## config.mk

```make
export PLATFORM = sky130hd
export DESIGN_NAME = p_bit_gibbs_engine
export DESIGN_NICKNAME = d
export VERILOG_FILES = /design/src/rtl/p_bit_gibbs_engine_pkg.sv /design/src/rtl/p_bit_gibbs_engine_lfsr.sv /design/src/rtl/p_bit_gibbs_engine.sv
export SDC_FILE = /design/constraint.sdc
export NUM_CORES = 1
export LEC_CHECK = 0
export ABC_CLOCK_PERIOD_IN_PS = 6900
export CAP_MARGIN = 15
export CORE_MARGIN = 4
export CORE_UTILIZATION = 58
export DETAILED_ROUTE_END_ITERATION = 10
export PLACE_DENSITY_LB_ADDON = 0.15
export SYNTH_ARGS = -nofsm -noshare
export SYNTH_HDL_FRONTEND = slang
export SYNTH_SLANG_ARGS = --single-unit
export TNS_END_PERCENT = 5
```

## constraint.sdc

```tcl
create_clock -name clk_mac -period 6.9 [get_ports clk_mac]
set_input_delay 1.38 -clock clk_mac [delete_from_list [all_inputs] [get_ports clk_mac]]
set_output_delay 1.38 -clock clk_mac [all_outputs]
set_load 0.005 [all_outputs]
```

## src/rtl/p_bit_gibbs_engine_pkg.sv

```systemverilog
// Shared types and helpers for the sequential p-bit Gibbs engine: FSM states,
// default LFSR seed/taps, clog2 and signed saturation.
package p_bit_gibbs_engine_pkg;

    typedef enum logic [1:0] {
        ST_IDLE,
        ST_ACC,
        ST_MUL,
        ST_UPD
    } state_e;

    localparam logic [15:0] LFSR_SEED_DEF = 16'hACE1;
    localparam logic [15:0] LFSR_TAPS_DEF = 16'hB400;

    function automatic int clog2(input int v);
        int r;
        r = 0;
        while ((1 << r) < v) r++;
        return r;
    endfunction

    // Clamp v into the signed range of a w-bit two's complement number.
    function automatic logic signed [63:0] sat_s(input logic signed [63:0] v, input int w);
        logic signed [63:0] hi;
        logic signed [63:0] lo;
        hi = (64'sd1 <<< (w - 1)) - 64'sd1;
        lo = -(64'sd1 <<< (w - 1));
        if (v > hi) return hi;
        if (v < lo) return lo;
        return v;
    endfunction

endpackage

```

## src/rtl/p_bit_gibbs_engine_lfsr.sv

```systemverilog
// Galois right-shift LFSR that advances only when enabled; the state is the
// random source read as a signed number by p-bit comparators.
module pbit_lfsr_galois
    import p_bit_gibbs_engine_pkg::*;
#(
    parameter int           W    = 16,
    parameter logic [W-1:0] SEED = LFSR_SEED_DEF,
    parameter logic [W-1:0] TAPS = LFSR_TAPS_DEF
) (
    input  logic         clk,
    input  logic         rst_n,
    input  logic         en,
    output logic [W-1:0] state
);

    logic [W-1:0] state_q, state_d;

    always_comb begin
        state_d = state_q;
        if (en) state_d = (state_q >> 1) ^ (state_q[0] ? TAPS : '0);
    end

    always_ff @(posedge clk or negedge rst_n) begin
        if (!rst_n) state_q <= SEED;
        else        state_q <= state_d;
    end

    assign state = state_q;

endmodule

```

## src/rtl/p_bit_gibbs_engine.sv

```systemverilog
// Time-multiplexed Gibbs sweep over N p-bits with one shared MAC/beta/compare.
// Optional ANNEAL_EN adds beta_step: working beta grows at each sweep boundary.
module p_bit_gibbs_engine
    import p_bit_gibbs_engine_pkg::*;
#(
    parameter int                N         = 8,
    parameter int                W_J       = 8,
    parameter int                W_H       = 8,
    parameter int                W_BETA    = 8,
    parameter int                BETA_FRAC = 4,
    parameter int                W_RND     = 16,
    parameter logic [W_RND-1:0]  LFSR_SEED = LFSR_SEED_DEF,
    parameter logic [W_RND-1:0]  LFSR_TAPS = LFSR_TAPS_DEF,
    parameter int                W_SWP     = 8
) (
    input  logic                        clk_mac,
    input  logic                        reset_n,
    input  logic                        start,
    input  logic [W_SWP-1:0]            n_sweeps,
    input  logic [W_BETA-1:0]           i_beta,
`ifdef ANNEAL_EN
    input  logic [W_BETA-1:0]           beta_step,
`endif
    input  logic [N*W_H-1:0]            h_in,
    input  logic                        spin_load,
    input  logic [N-1:0]                spin_init,
    output logic                        j_rd_en,
    output logic [clog2(N*N)-1:0]       j_addr,
    input  logic [W_J-1:0]              j_data,
    output logic                        busy,
    output logic                        done,
    output logic [N-1:0]                m_out
);

    localparam int CW    = clog2(N);
    localparam int AW    = clog2(N * N);
    localparam int HJ    = (W_J > W_H) ? W_J : W_H;
    localparam int ACC_W = HJ + CW + 2;
    localparam logic [CW:0]   CNT_LAST = (CW + 1)'(N);
    localparam logic [CW-1:0] I_LAST   = CW'(N - 1);

    state_e                    state_q, state_d;
    logic [CW:0]               cnt_q, cnt_d;
    logic [CW-1:0]             i_q, i_d;
    logic [W_SWP-1:0]          sweep_q, sweep_d, nsw_q, nsw_d;
    logic [W_BETA-1:0]         beta_q, beta_d;
    logic signed [ACC_W-1:0]   acc_q, acc_d;
    logic signed [W_RND-1:0]   act_q, act_d;
    logic [N-1:0]              m_q, m_d;
    logic                      done_q, done_d;

    logic                      lfsr_en;
    logic [W_RND-1:0]          lfsr_state;
    logic [CW-1:0]             j_prev;
    logic signed [ACC_W-1:0]   j_ext, h_ext;
    logic signed [63:0]        prod, shifted, satv;
    logic [W_BETA:0]           beta_sum;

    pbit_lfsr_galois #(.W(W_RND), .SEED(LFSR_SEED), .TAPS(LFSR_TAPS)) u_lfsr (
        .clk   (clk_mac),
        .rst_n (reset_n),
        .en    (lfsr_en),
        .state (lfsr_state)
    );

    // j_data arriving in ACC cycle c belongs to column c-1 (one-cycle read latency).
    assign j_prev   = CW'(cnt_q - 1'b1);
    assign j_ext    = ACC_W'($signed(j_data));
    assign h_ext    = ACC_W'($signed(h_in[int'(i_q)*W_H +: W_H]));
    assign prod     = 64'(acc_q) * $signed({{(64-W_BETA){1'b0}}, beta_q});
    assign shifted  = prod >>> BETA_FRAC;
    assign satv     = sat_s(shifted, W_RND);
`ifdef ANNEAL_EN
    assign beta_sum = {1'b0, beta_q} + {1'b0, beta_step};
`else
    assign beta_sum = {1'b0, beta_q};
`endif

    always_comb begin
        state_d = state_q;
        cnt_d   = cnt_q;
        i_d     = i_q;
        sweep_d = sweep_q;
        nsw_d   = nsw_q;
        beta_d  = beta_q;
        acc_d   = acc_q;
        act_d   = act_q;
        m_d     = m_q;
        done_d  = 1'b0;
        lfsr_en = 1'b0;
        j_rd_en = 1'b0;
        j_addr  = '0;
        case (state_q)
            ST_IDLE: begin
                if (spin_load) m_d = spin_init;
                if (start) begin
                    nsw_d   = n_sweeps;
                    beta_d  = i_beta;
                    i_d     = '0;
                    sweep_d = '0;
                    cnt_d   = '0;
                    if (n_sweeps == '0) done_d = 1'b1;
                    else                state_d = ST_ACC;
                end
            end
            ST_ACC: begin
                if (cnt_q < CNT_LAST) begin
                    j_rd_en = 1'b1;
                    j_addr  = AW'(int'(i_q) * N + int'(cnt_q));
                end
                if (cnt_q == '0)
                    acc_d = h_ext;
                else if (j_prev != i_q)
                    acc_d = m_q[j_prev] ? acc_q + j_ext : acc_q - j_ext;
                if (cnt_q == CNT_LAST) begin
                    cnt_d   = '0;
                    state_d = ST_MUL;
                end else begin
                    cnt_d = cnt_q + 1'b1;
                end
            end
            ST_MUL: begin
                act_d   = satv[W_RND-1:0];
                state_d = ST_UPD;
            end
            ST_UPD: begin
                m_d[i_q] = (act_q > $signed(lfsr_state));
                lfsr_en  = 1'b1;
                if (i_q == I_LAST) begin
                    i_d     = '0;
                    sweep_d = sweep_q + 1'b1;
                    if (sweep_d == nsw_q) begin
                        done_d  = 1'b1;
                        state_d = ST_IDLE;
                    end else begin
                        state_d = ST_ACC;
                        beta_d  = beta_sum[W_BETA] ? '1 : beta_sum[W_BETA-1:0];
                    end
                end else begin
                    i_d     = i_q + 1'b1;
                    state_d = ST_ACC;
                end
            end
            default: state_d = ST_IDLE;
        endcase
    end

    always_ff @(posedge clk_mac or negedge reset_n) begin
        if (!reset_n) begin
            state_q <= ST_IDLE;
            cnt_q   <= '0;
            i_q     <= '0;
            sweep_q <= '0;
            nsw_q   <= '0;
            beta_q  <= '0;
            acc_q   <= '0;
            act_q   <= '0;
            m_q     <= '1;
            done_q  <= 1'b0;
        end else begin
            state_q <= state_d;
            cnt_q   <= cnt_d;
            i_q     <= i_d;
            sweep_q <= sweep_d;
            nsw_q   <= nsw_d;
            beta_q  <= beta_d;
            acc_q   <= acc_d;
            act_q   <= act_d;
            m_q     <= m_d;
            done_q  <= done_d;
        end
    end

    assign busy  = (state_q != ST_IDLE);
    assign done  = done_q;
    assign m_out = m_q;

endmodule

```

# == Word-level counts from Yosys, hierarchy flattened ==
# Index checks and enable logic that the tools add are counted.
# word_totals
reg_bits,87
out_inout_bits,17
word_cells,98
# op_classes
add_sub_neg,7
mul,1
magnitude_cmp,7
n_eq_ne,12
n_shift,1
muxes,43
bitwise_logic,1
n_reduce_logical,15
# op_table
operator,n
two-way mux 16 bit,5
variable part select 64 x 7 -> 8 bit,1
two-way mux 13 bit,3
one-hot mux 8 bit (2 select lines),2
two-way mux 8 bit,3
multiplier 13 x 9 -> 22 bit,1
greater-than comparator 18 x 16 -> 1 bit (second input constant),1
< comparator 18 x 16 -> 1 bit (second input constant),1
greater-than comparator 16 bit,1
XOR 15 x 16 -> 16 bit,1
adder 13 x 8 -> 13 bit,1
two-way mux 1 bit,13
subtractor 13 x 8 -> 13 bit,1
two-way mux 6 bit,2
inequality test 2 bit (second input constant),5
AND reduction 2 bit,5
adder 8 x 1 -> 8 bit (second input constant),1
bitwise mux 8 bit,1
== test 8 bit,1
logical NOT 8 bit,1
< comparator 3 x 4 -> 1 bit (second input constant),2
two-way mux 2 bit,4
two-way mux 4 bit,2
one-hot mux 2 bit (4 select lines),1
22 further kinds,28

# == Longest topological paths before layout ==
# Gate-level depths: netlist of the first run.
# logic_depth
depth_word,6
ltp_mapped,20

# == Modules after synthesis ==
# From an unflattened synthesis of the first run, not the netlist that was laid out.
# unflattened
hier_cells,1113
hier_area_um2,10099.7
# by_module_without_submodules
mod,n_inst,cells_each,area_each_um2,seq_area_each_um2
p_bit_gibbs_engine,1,1073,9444.1,1786.7
pbit_lfsr_galois,1,40,655.6,410.4

# == Worst setup path after synthesis of the first run ==
# No wires, ideal clock.
# synth_path
path_kind,reg-to-reg
start,reg beta_q[2]
end,reg act_q[5]
arrival_time_ns,5.168
required_time_ns,6.742
slack_ns,1.574
stages_incl_launch_ff,19
period_less_slack_ns,5.326
path_cell_list,dfrtp_1 > clkbuf_1 > nand2_1 > fa_1 > inv_1 > fa_1 > fa_1 > inv_1 > fa_1 > inv_1 > ha_1 > or4_4 > o2111a_1 > o21a_1 > or2_4 > a41o_1 > a2111oi_4 > buf_6 > a311oi_1
# synth_via
elab_chain_len,6
# synth_lines
item,line_no,rtl
start: declaration,p_bit_gibbs_engine.sv:46,"logic [W_BETA-1:0] beta_q, beta_d;"
start signal: assignment,p_bit_gibbs_engine.sv:166,beta_q <= beta_d;
multiplier 13 x 9 -> 22 bit *,p_bit_gibbs_engine.sv:70,"assign prod = 64'(acc_q) * $signed({{(64-W_BETA){1'b0}}, beta_q});"
< comparator 18 x 16 -> 1 bit,p_bit_gibbs_engine_pkg.sv:29,if (v < lo) return lo;
two-way mux 1 bit (2 in a row),p_bit_gibbs_engine_pkg.sv:29,
two-way mux 16 bit,p_bit_gibbs_engine_pkg.sv:30,return v;
two-way mux 16 bit *,p_bit_gibbs_engine_pkg.sv:29,
end signal: assignment,p_bit_gibbs_engine.sv:168,act_q <= act_d;
end: declaration,p_bit_gibbs_engine.sv:48,"logic signed [W_RND-1:0] act_q, act_d;"
# Mark *: on every way between the ends. The rest lies on a longest branch, timed or not. The select of a mux whose other input is x is not followed.
# A chain may end at the register's enable or synchronous reset.

# == Worst setup path in the final report of the first run ==
# layout_path
start,reg beta_q[2]
end,reg act_q[2]
# Same word-level chain as after synthesis.

==> summary.md, run 1 <==
Summed over all layers, the routed wires come to 23.3 mm. 0 antenna diodes ended up in the layout. The die height was 137 um; the effective utilization at floorplan was 58.8%.

The adder and majority gate portion of the synthesized area came out at 27.8%. After technology mapping, the gate count stands at 1081. After legalization and detailed placement, the total HPWL measured 18.4 mm. Reg-to-reg critical path startpoint: beta_q[2]. The number of nets at the end of the flow is 1433. Max-cap violations in this run came to 0. The worst register-to-register path has a depth of 17. Once layout is done, the placed cells without fillers occupy 11400 um^2. Summing the sequential cell areas from Yosys gives 22.6% of the chip area. The count of unique library cells instantiated by Yosys is 67. The tools report the global-route usage over all layers as 25.2%. The kind of start point of the critical path is a register.

After routing, the total negative slack on setup checks comes to 0 ns. During I/O placement, the number of pins put on the boundary was 117. The synthesized netlist devotes 16.8% of its cell area to compound gates. For the worst-skew pair, the clock arrives at the later sink with an insertion delay of 0.36 ns. The headroom to the max-slew limit was 26.1%; the worst-path maximum fanout was 15. The prevailing post-synth register cell is sky130_fd_sc_hd__dfrtp_1. After synthesis the netlist holds a flip-flop and latch count of 87. The commonest cells after synthesis are 163 x sky130_fd_sc_hd__inv_1, 109 x sky130_fd_sc_hd__nand2_1, 85 x sky130_fd_sc_hd__fa_1. Setup violations remaining at the end of the flow were counted as 0. For met1 alone, demand over resource in global routing was 35.5%. The first global-routing pass estimated 37.7 mm of wire. The chip width is 137 um, and the placed cell count is 1377. The CTS clock-pin slew for the worst setup and hold paths is 0.07 ns. TritonCTS built the clock tree.

Leaving out filler cells and counting taps, the final layout contains 1393. Share of the clock period used by the worst path after layout: 83.3%. The worst clock skew on the final layout was 0.0108 ns.

For the netlist area before placement, the log shows 9720 um^2. In this run, synthesis inferred 0 flip-flops with an integrated enable. The capture instance of the worst register-to-register path is act_q[2]. The logs give 9 for the total CTS buffers and 0 for the number of remaining DRC errors. In this run the post-CTS setup repair buffer count came out at 0. The tools report the endpoint kind of the worst setup timing path as a register. The area share of the leading cell type in the synthesized netlist came out at 18.3%. In this run the standard cell core region covers 16500 um^2. The tools report the site row count as 47. The final critical delay including setup and external delays is 5.75 ns.

Compared with the post-synthesis result, the final layout area differs by 16.8%. The run gives 5.94 ns as the endpoint arrival time on the critical path. The violation count after the first detailed-route iteration was 569; the required time of the critical path was 7.10 ns.

The type of the worst setup path is register to register. The flow ran to the end, and the final reports show no timing, DRC or antenna violations. The post-synthesis average cell area is 8.99 um^2. The global-route met2 utilization was 41.2%; the hold buffer count at CTS was 0.

Library cell occupying the most area in the post-synthesis netlist: sky130_fd_sc_hd__dfrtp_1. The overall die area was 18900 um^2. Setup repair after global routing left no endpoint under its margin. The number of sinks handled by clock tree synthesis was 87; the via count normalized by instance count was 5.62. Largest net degree at the start of global routing: 65.

The worst hold path was traced through 2 stages. The worst hold path begins at u_lfsr.state[9]. The number of slew-limit violations in the final report was 0. Of the total synthesized cell area, the portion taken by AND, OR, NAND and NOR gates is 15.7%. Once placement finished, the instance area stood at 11000 um^2. The run gives 7618 as the number of global-route vias before repair. The longest clock path from root to sink contains 2 buffers. Counting flops with an async set or reset pin after synthesis yields a share of 100%. Number of search-and-repair iterations in the first detailed-routing pass: 7.

By area, the combinational part of the netlist is dominated by adder cells. Gates resized during post-CTS repair numbered 0. In this run the tool buffered the top-level ports with 116 buffer cells. The transition time at the pin with the least slew margin is 1.08 ns. In this run the worst hold path is classified as register to register.

The worst hold path terminates at u_lfsr.state[8]. Multiplexer cells account for 4.21% of the synthesized area. The routed layout has 7831 vias. The most common cell in the synthesized netlist is sky130_fd_sc_hd__inv_1. Busiest layer in global routing: met2.

The number of warnings issued by yosys was 0. The run gives 3 as the number of H-tree branching levels. Global routing consumed, on the met3 layer, 3.36% of the routing resources.

Sorting the synthesized cells by area gives the leading types as sky130_fd_sc_hd__dfrtp_1 18%, sky130_fd_sc_hd__fa_1 18%, sky130_fd_sc_hd__ha_1 10%. Average detailed-routed wire length per instance: 16.7 um. Once detail routing completed, the nets flagged for antenna violations numbered 0. The initial antenna violation count was 0; the net count after synthesis was 1346. The tree is rooted in a sky130_fd_sc_hd__clkbuf_16. For this run, the top clock speed supported by timing is 0.174 GHz.

The xor and xnor fraction of the mapped netlist area was 4.61%; the share of layout cells above drive strength 1 was 7.59%. The reg2reg setup slack was 1.15 ns; the global placer's final weighted congestion was 0.862. The total overflow left after global routing is 0.

Final count of hold timing violations: 0.
placed cells by master (no fill, tap or decap), types with 14 or more instances in the layout:
cell | netlist | layout
sky130_fd_sc_hd__fa_1 | 85 | 85
sky130_fd_sc_hd__a31oi_1 | 14 | 14
sky130_fd_sc_hd__a21o_1 | 14 | 14
sky130_fd_sc_hd__nor3_1 | 14 | 14
sky130_fd_sc_hd__xor2_1 | 17 | 17
sky130_fd_sc_hd__dfrtp_1 | 71 | 71
sky130_fd_sc_hd__nand2_1 | 109 | 109
sky130_fd_sc_hd__nor2_1 | 47 | 47
sky130_fd_sc_hd__inv_1 | 163 | 163
sky130_fd_sc_hd__and2_1 | 61 | 61
sky130_fd_sc_hd__mux2_2 | 21 | 21
sky130_fd_sc_hd__xnor2_1 | 29 | 29
sky130_fd_sc_hd__a21oi_1 | 53 | 53
sky130_fd_sc_hd__dfstp_2 | 16 | 16
sky130_fd_sc_hd__ha_1 | 80 | 80
sky130_fd_sc_hd__o21ai_0 | 55 | 55
sky130_fd_sc_hd__clkdlybuf4s50_1 | 0 | 115
layout make-up:
class | instances | area, um^2
well taps | 220 | 275
flip-flops and latches | 87 | 2200
multi-input cells | 783 | 6720
inverters | 163 | 612
repair buffers | 124 | 1220
clock buffers | 9 | 225
fillers | 1328 | 5170
clock inverters | 7 | 104
cells by family (layout without fill, tap and decap cells):
group	after synthesis	count (layout)
AO/OA/AOI/OAI	232	232
buffers and inverters	211	303
flip-flops	87	87
adder cells (fa/ha/maj)	165	165
multiplexers	32	32
AND/OR/NAND/NOR	306	306
XOR/XNOR	48	48
worst max-delay path by stage:
stage          startpoint        to  slack, ns  cells past startpoint
3_3_place_gp    beta_q[2]  act_q[2]       1.24                     16
5_1_grt         beta_q[0]  act_q[2]       0.83                     18
4_1_cts         beta_q[2]  act_q[2]       1.16                     17
6_report        beta_q[2]  act_q[2]       1.15                     17
3_5_place_dp    beta_q[2]  act_q[2]       1.18                     17
2_1_floorplan   beta_q[2]  act_q[5]       1.57                     18
through the flow:
stage	worst slack, ns	util [%]	hold slack, ns
after CTS	1.16	68.7	0.487
after floorplan	1.57	-	0.453
final	1.15	68.7	0.482
after global routing	0.827	68.7	0.508
after detailed placement	1.18	66.7	0.468
after global placement	1.24	66.7	0.461
state kept, by name (all words and copies together), names as in the netlist:
name / cells
act_q: 16
cnt_q: 4
beta_q: 8
i_q: 3
acc_q: 13
state_q: 2
nsw_q: 8
sweep_q: 8
u_lfsr.state: 16
m_out: 8
done: 1
metal layers:
layer | part of all wire [%] | routed length, um | up-vias
met2 | 50 | 11500 | 172
li1 | - | - | 3811
met5 | 0 | 0 | -
met4 | 1.6 | 375 | 0
met3 | 3.9 | 909 | 30
met1 | 45 | 10500 | 3818
critical path, stage by stage, from the launching register on:
cell and delay [ns]:
sky130_fd_sc_hd__dfrtp_1 0.54, sky130_fd_sc_hd__and2_1 0.26, sky130_fd_sc_hd__fa_1 0.67, sky130_fd_sc_hd__inv_1 0.16, sky130_fd_sc_hd__fa_1 0.55, sky130_fd_sc_hd__inv_1 0.05, sky130_fd_sc_hd__fa_1 0.47, sky130_fd_sc_hd__inv_1 0.05
sky130_fd_sc_hd__fa_1 0.52, sky130_fd_sc_hd__inv_1 0.04, sky130_fd_sc_hd__ha_1 0.35, sky130_fd_sc_hd__and4_1 0.24, sky130_fd_sc_hd__o2111a_1 0.14, sky130_fd_sc_hd__o21a_1 0.11, sky130_fd_sc_hd__or2_4 0.27, sky130_fd_sc_hd__a41o_1 0.28
sky130_fd_sc_hd__o22ai_2 0.69, sky130_fd_sc_hd__a311oi_1 0.20
Power of run 1 is left out: the tool's default activity adds up to more than one toggle a clock period on the data nets, which glitch-free logic cannot reach.
==> inputs of run 2 (changes only) <==
--- a/config.mk
+++ b/config.mk
@@ -5,7 +5,7 @@
 export SDC_FILE = /design/constraint.sdc
 export NUM_CORES = 1
 export LEC_CHECK = 0
-export ABC_CLOCK_PERIOD_IN_PS = 6900
+export ABC_CLOCK_PERIOD_IN_PS = 5500
 export CAP_MARGIN = 15
 export CORE_MARGIN = 4
 export CORE_UTILIZATION = 58
==> constraint.sdc (replaced) <==
create_clock -name clk_mac -period 5.5 [get_ports clk_mac]
set_input_delay 1.1 -clock clk_mac [delete_from_list [all_inputs] [get_ports clk_mac]]
set_output_delay 1.1 -clock clk_mac [all_outputs]
set_load 0.005 [all_outputs]
==> run 2 against run 1 <==
- critical path depth unchanged
- routed wire length down 1.8%
- design area up 2.7%
- global-route usage down 0.66 points
- non-clock buffer count up 26
- register-to-register slack worse by 1.1 ns
==> summary.md, run 2 (synthesis gave the netlist of run 1 again) <==
The most critical setup path has its startpoint at acc_q[6]. The cell that appears most often on the critical path is sky130_fd_sc_hd__fa_1. For the max-cap violation count, the log shows 0 (unchanged). The reg2reg setup slack was 0.10 ns (-1.05 ns); the depth of the most critical reg-to-reg path was 17 (unchanged). The cell depth of the worst setup path works out to 17 (unchanged). The count of nets left with antenna violations after detail routing was 0 (unchanged); the worst clock skew on the final layout was 0.0103 ns (-0.000489 ns). Worst-path maximum fanout: 8 (-7). The worst-case clock buffer depth was 2 (unchanged); the global-route usage over all layers was 24.5% (-0.66 points). The run gives 37.2% (+11 points) as the headroom to the max-slew limit. The logs give 37.2 mm (-1.4%) for the global-route wire length before repair and 0 (unchanged) for the final antenna diode count. The worst-case hold slack was 0.485 ns (+0.00230 ns); the largest net degree at the start of global routing was 61 (-6.2%). The tools report the violation count after the first detailed-route iteration as 421 (-26%). The tools report the capture instance of the worst register-to-register path as act_q[1]. The tools report the residual overflow from global routing as 0 (unchanged). The top cell types in the final layout, fill and taps aside, are 162 x sky130_fd_sc_hd__inv_1, 115 x sky130_fd_sc_hd__clkdlybuf4s50_1, 108 x sky130_fd_sc_hd__nand2_1. The area inside the core boundary is 16500 um^2 (unchanged), and the biggest cell delay along the critical path is 0.54 ns (-0.15 ns).

TritonCTS built the clock tree. The count of buffers inserted at the top-level ports came out at 116 (unchanged). The die height came out at 137 um (unchanged). The chip width was 137 um (unchanged); the site row count was 47 (unchanged). The number of sinks handled by clock tree synthesis was 87 (unchanged).

The share of the clock period used by the worst path after layout works out to 98.1% (+15 points). Clock latency on the worst-skew pair: 0.35 ns (about the same). The run gives 5.65 ns (-0.29 ns) as the endpoint arrival time on the critical path.

The root buffer cell chosen for the clock tree is sky130_fd_sc_hd__clkbuf_16. The run gives 0.893 (+3.5%) as the global placer's final weighted congestion. The overall die area is 18900 um^2 (unchanged). The routed via count came out at 7920 (+1.1%).

The run gives 5.75 ns (-1.35 ns) as the required time of the critical path. The share of layout cells above drive strength 1 was 11.5% (+3.9 points); the number of search-and-repair iterations in the first detailed-routing pass was 5 (-2). The run gives 117 (unchanged) as the number of ports placed on the die boundary. The average detailed-routed wire length per instance is 16.1 um (-3.6%). The path class of the tightest hold or removal check is register to register. The run gives 58.8% (unchanged) as the effective utilization at floorplan. The transition time at the pin with the least slew margin was 0.938 ns (-0.140 ns).

The highest clock rate is 0.185 GHz (+6.5%). The HPWL reported at the end of detailed placement was 18.2 mm (-1.1%). The library cell used most frequently in the layout, excluding fill and tap cells, is sky130_fd_sc_hd__inv_1.

The flow ran to the end, and the final reports show no timing, DRC or antenna violations. The post-route setup TNS was 0 ns (unchanged). The final critical delay including setup and external delays was 5.40 ns (-0.349 ns); the number of remaining DRC errors was 0 (unchanged). The tools report the reg-to-reg critical path startpoint as acc_q[6].

The kind of start point of the critical path was a register. Type of the worst setup path: register to register. The number of filler cells placed in the layout is 1311 (-1.3%). Worst setup path endpoint: act_q[1]. The initial antenna violation count is 0 (unchanged), and the total detailed-routing wirelength is 22.9 mm (-1.8%). The share of the core filled with cells is 70.6% (+1.9 points). The CTS clock-pin slew for the worst setup and hold paths is 0.07 ns (about the same). The number of buffer and inverter stages on the critical path is 5 (+1), and the area growth from synthesis to layout is 20.0%. Total CTS buffers: 9 (unchanged). The signal on the critical path passes through buf_4, and2_1, fa_1, fa_1, fa_1, inv_1, fa_1, inv_1, ha_1, or3_1, o311ai_1, a21oi_1, nor3b_4, a2111oi_4, buf_4, buf_12, a311oi_1. The number of nets at the end of the flow came out at 1459 (+1.8%).

Grouping stages by cell kind, the critical path spends the most delay in adder cells. The via count normalized by instance count works out to 5.58 (-0.72%). The number of global-route vias before repair is 7637 (+0.25%), and the number of setup violations in the final report is 0 (unchanged). The slowest stage of the critical path is the sky130_fd_sc_hd__fa_1 cell. The endpoint kind of the worst setup timing path was a register.

Pre-CTS setup slack: -0.103 ns (-1.28 ns). The number of slew-limit violations in the final report was 0 (unchanged); the worst-case setup margin in the final layout was 0.104 ns (-1.05 ns). The number of H-tree branching levels came out at 3 (unchanged). The final count of hold timing violations came out at 0 (unchanged).
==> run 2: timing repair <==
action                                 in CTS  in global routing
pin swaps                                   0                  4
cloned                                      0                  1
hold buffers                                0                  0
buffers inserted                            0                  8
resized for setup                           1                 26
setup endpoints to repair                  15                 15
endpoints found under the hold margin       0                  0
==> run 2: area by class of cell <==
type                       instances  area, um^2  share of cell area, %
tap                              220         275                   2.36
sequential                        87        2210                   18.9
clock buffer                       9         225                   1.93
clock inverter                     7        55.1                  0.472
inverter                         163         612                   5.25
multi-input combinational        783        6810                   58.4
timing repair buffer             150        1480                   12.7
==> run 2: worst min-delay path by stage <==
stage	startpoint	endpoint	slack [ns]	cells past startpoint
finish	u_lfsr.state[9]	u_lfsr.state[8]	0.48	2
global route	u_lfsr.state[7]	u_lfsr.state[6]	0.52	2
CTS	u_lfsr.state[9]	u_lfsr.state[8]	0.49	2
detailed placement	u_lfsr.state[4]	u_lfsr.state[3]	0.47	2
global placement	u_lfsr.state[9]	u_lfsr.state[8]	0.46	2
floorplan	u_lfsr.state[2]	u_lfsr.state[1]	0.45	2
==> run 2: worst min-delay path: stages, from the launching register on <==
cell and delay (ns):
sky130_fd_sc_hd__dfrtp_1 0.34, sky130_fd_sc_hd__nand2_1 0.05, sky130_fd_sc_hd__o21ai_0 0.06
==> run 2: stage by stage <==
step | instances | instance area (um^2)
4_1_cts | 1410 | 11500
5_1_grt | 1419 | 11700
2_1_floorplan | 1081 | 9720
3_5_place_dp | 1394 | 11200
3_3_place_gp | 1394 | 11200
6_report | 1419 | 11700
==> run 2: layer usage <==
layer	vias to the layer above	share of wire, %	GRT usage, %
met5	-	0	0
met4	0	1.3	6.04
met3	25	4.3	4.35
met2	165	49	38.5
met1	3865	46	35.3
li1	3865	-	-
Power of run 2 is left out for the same reason.
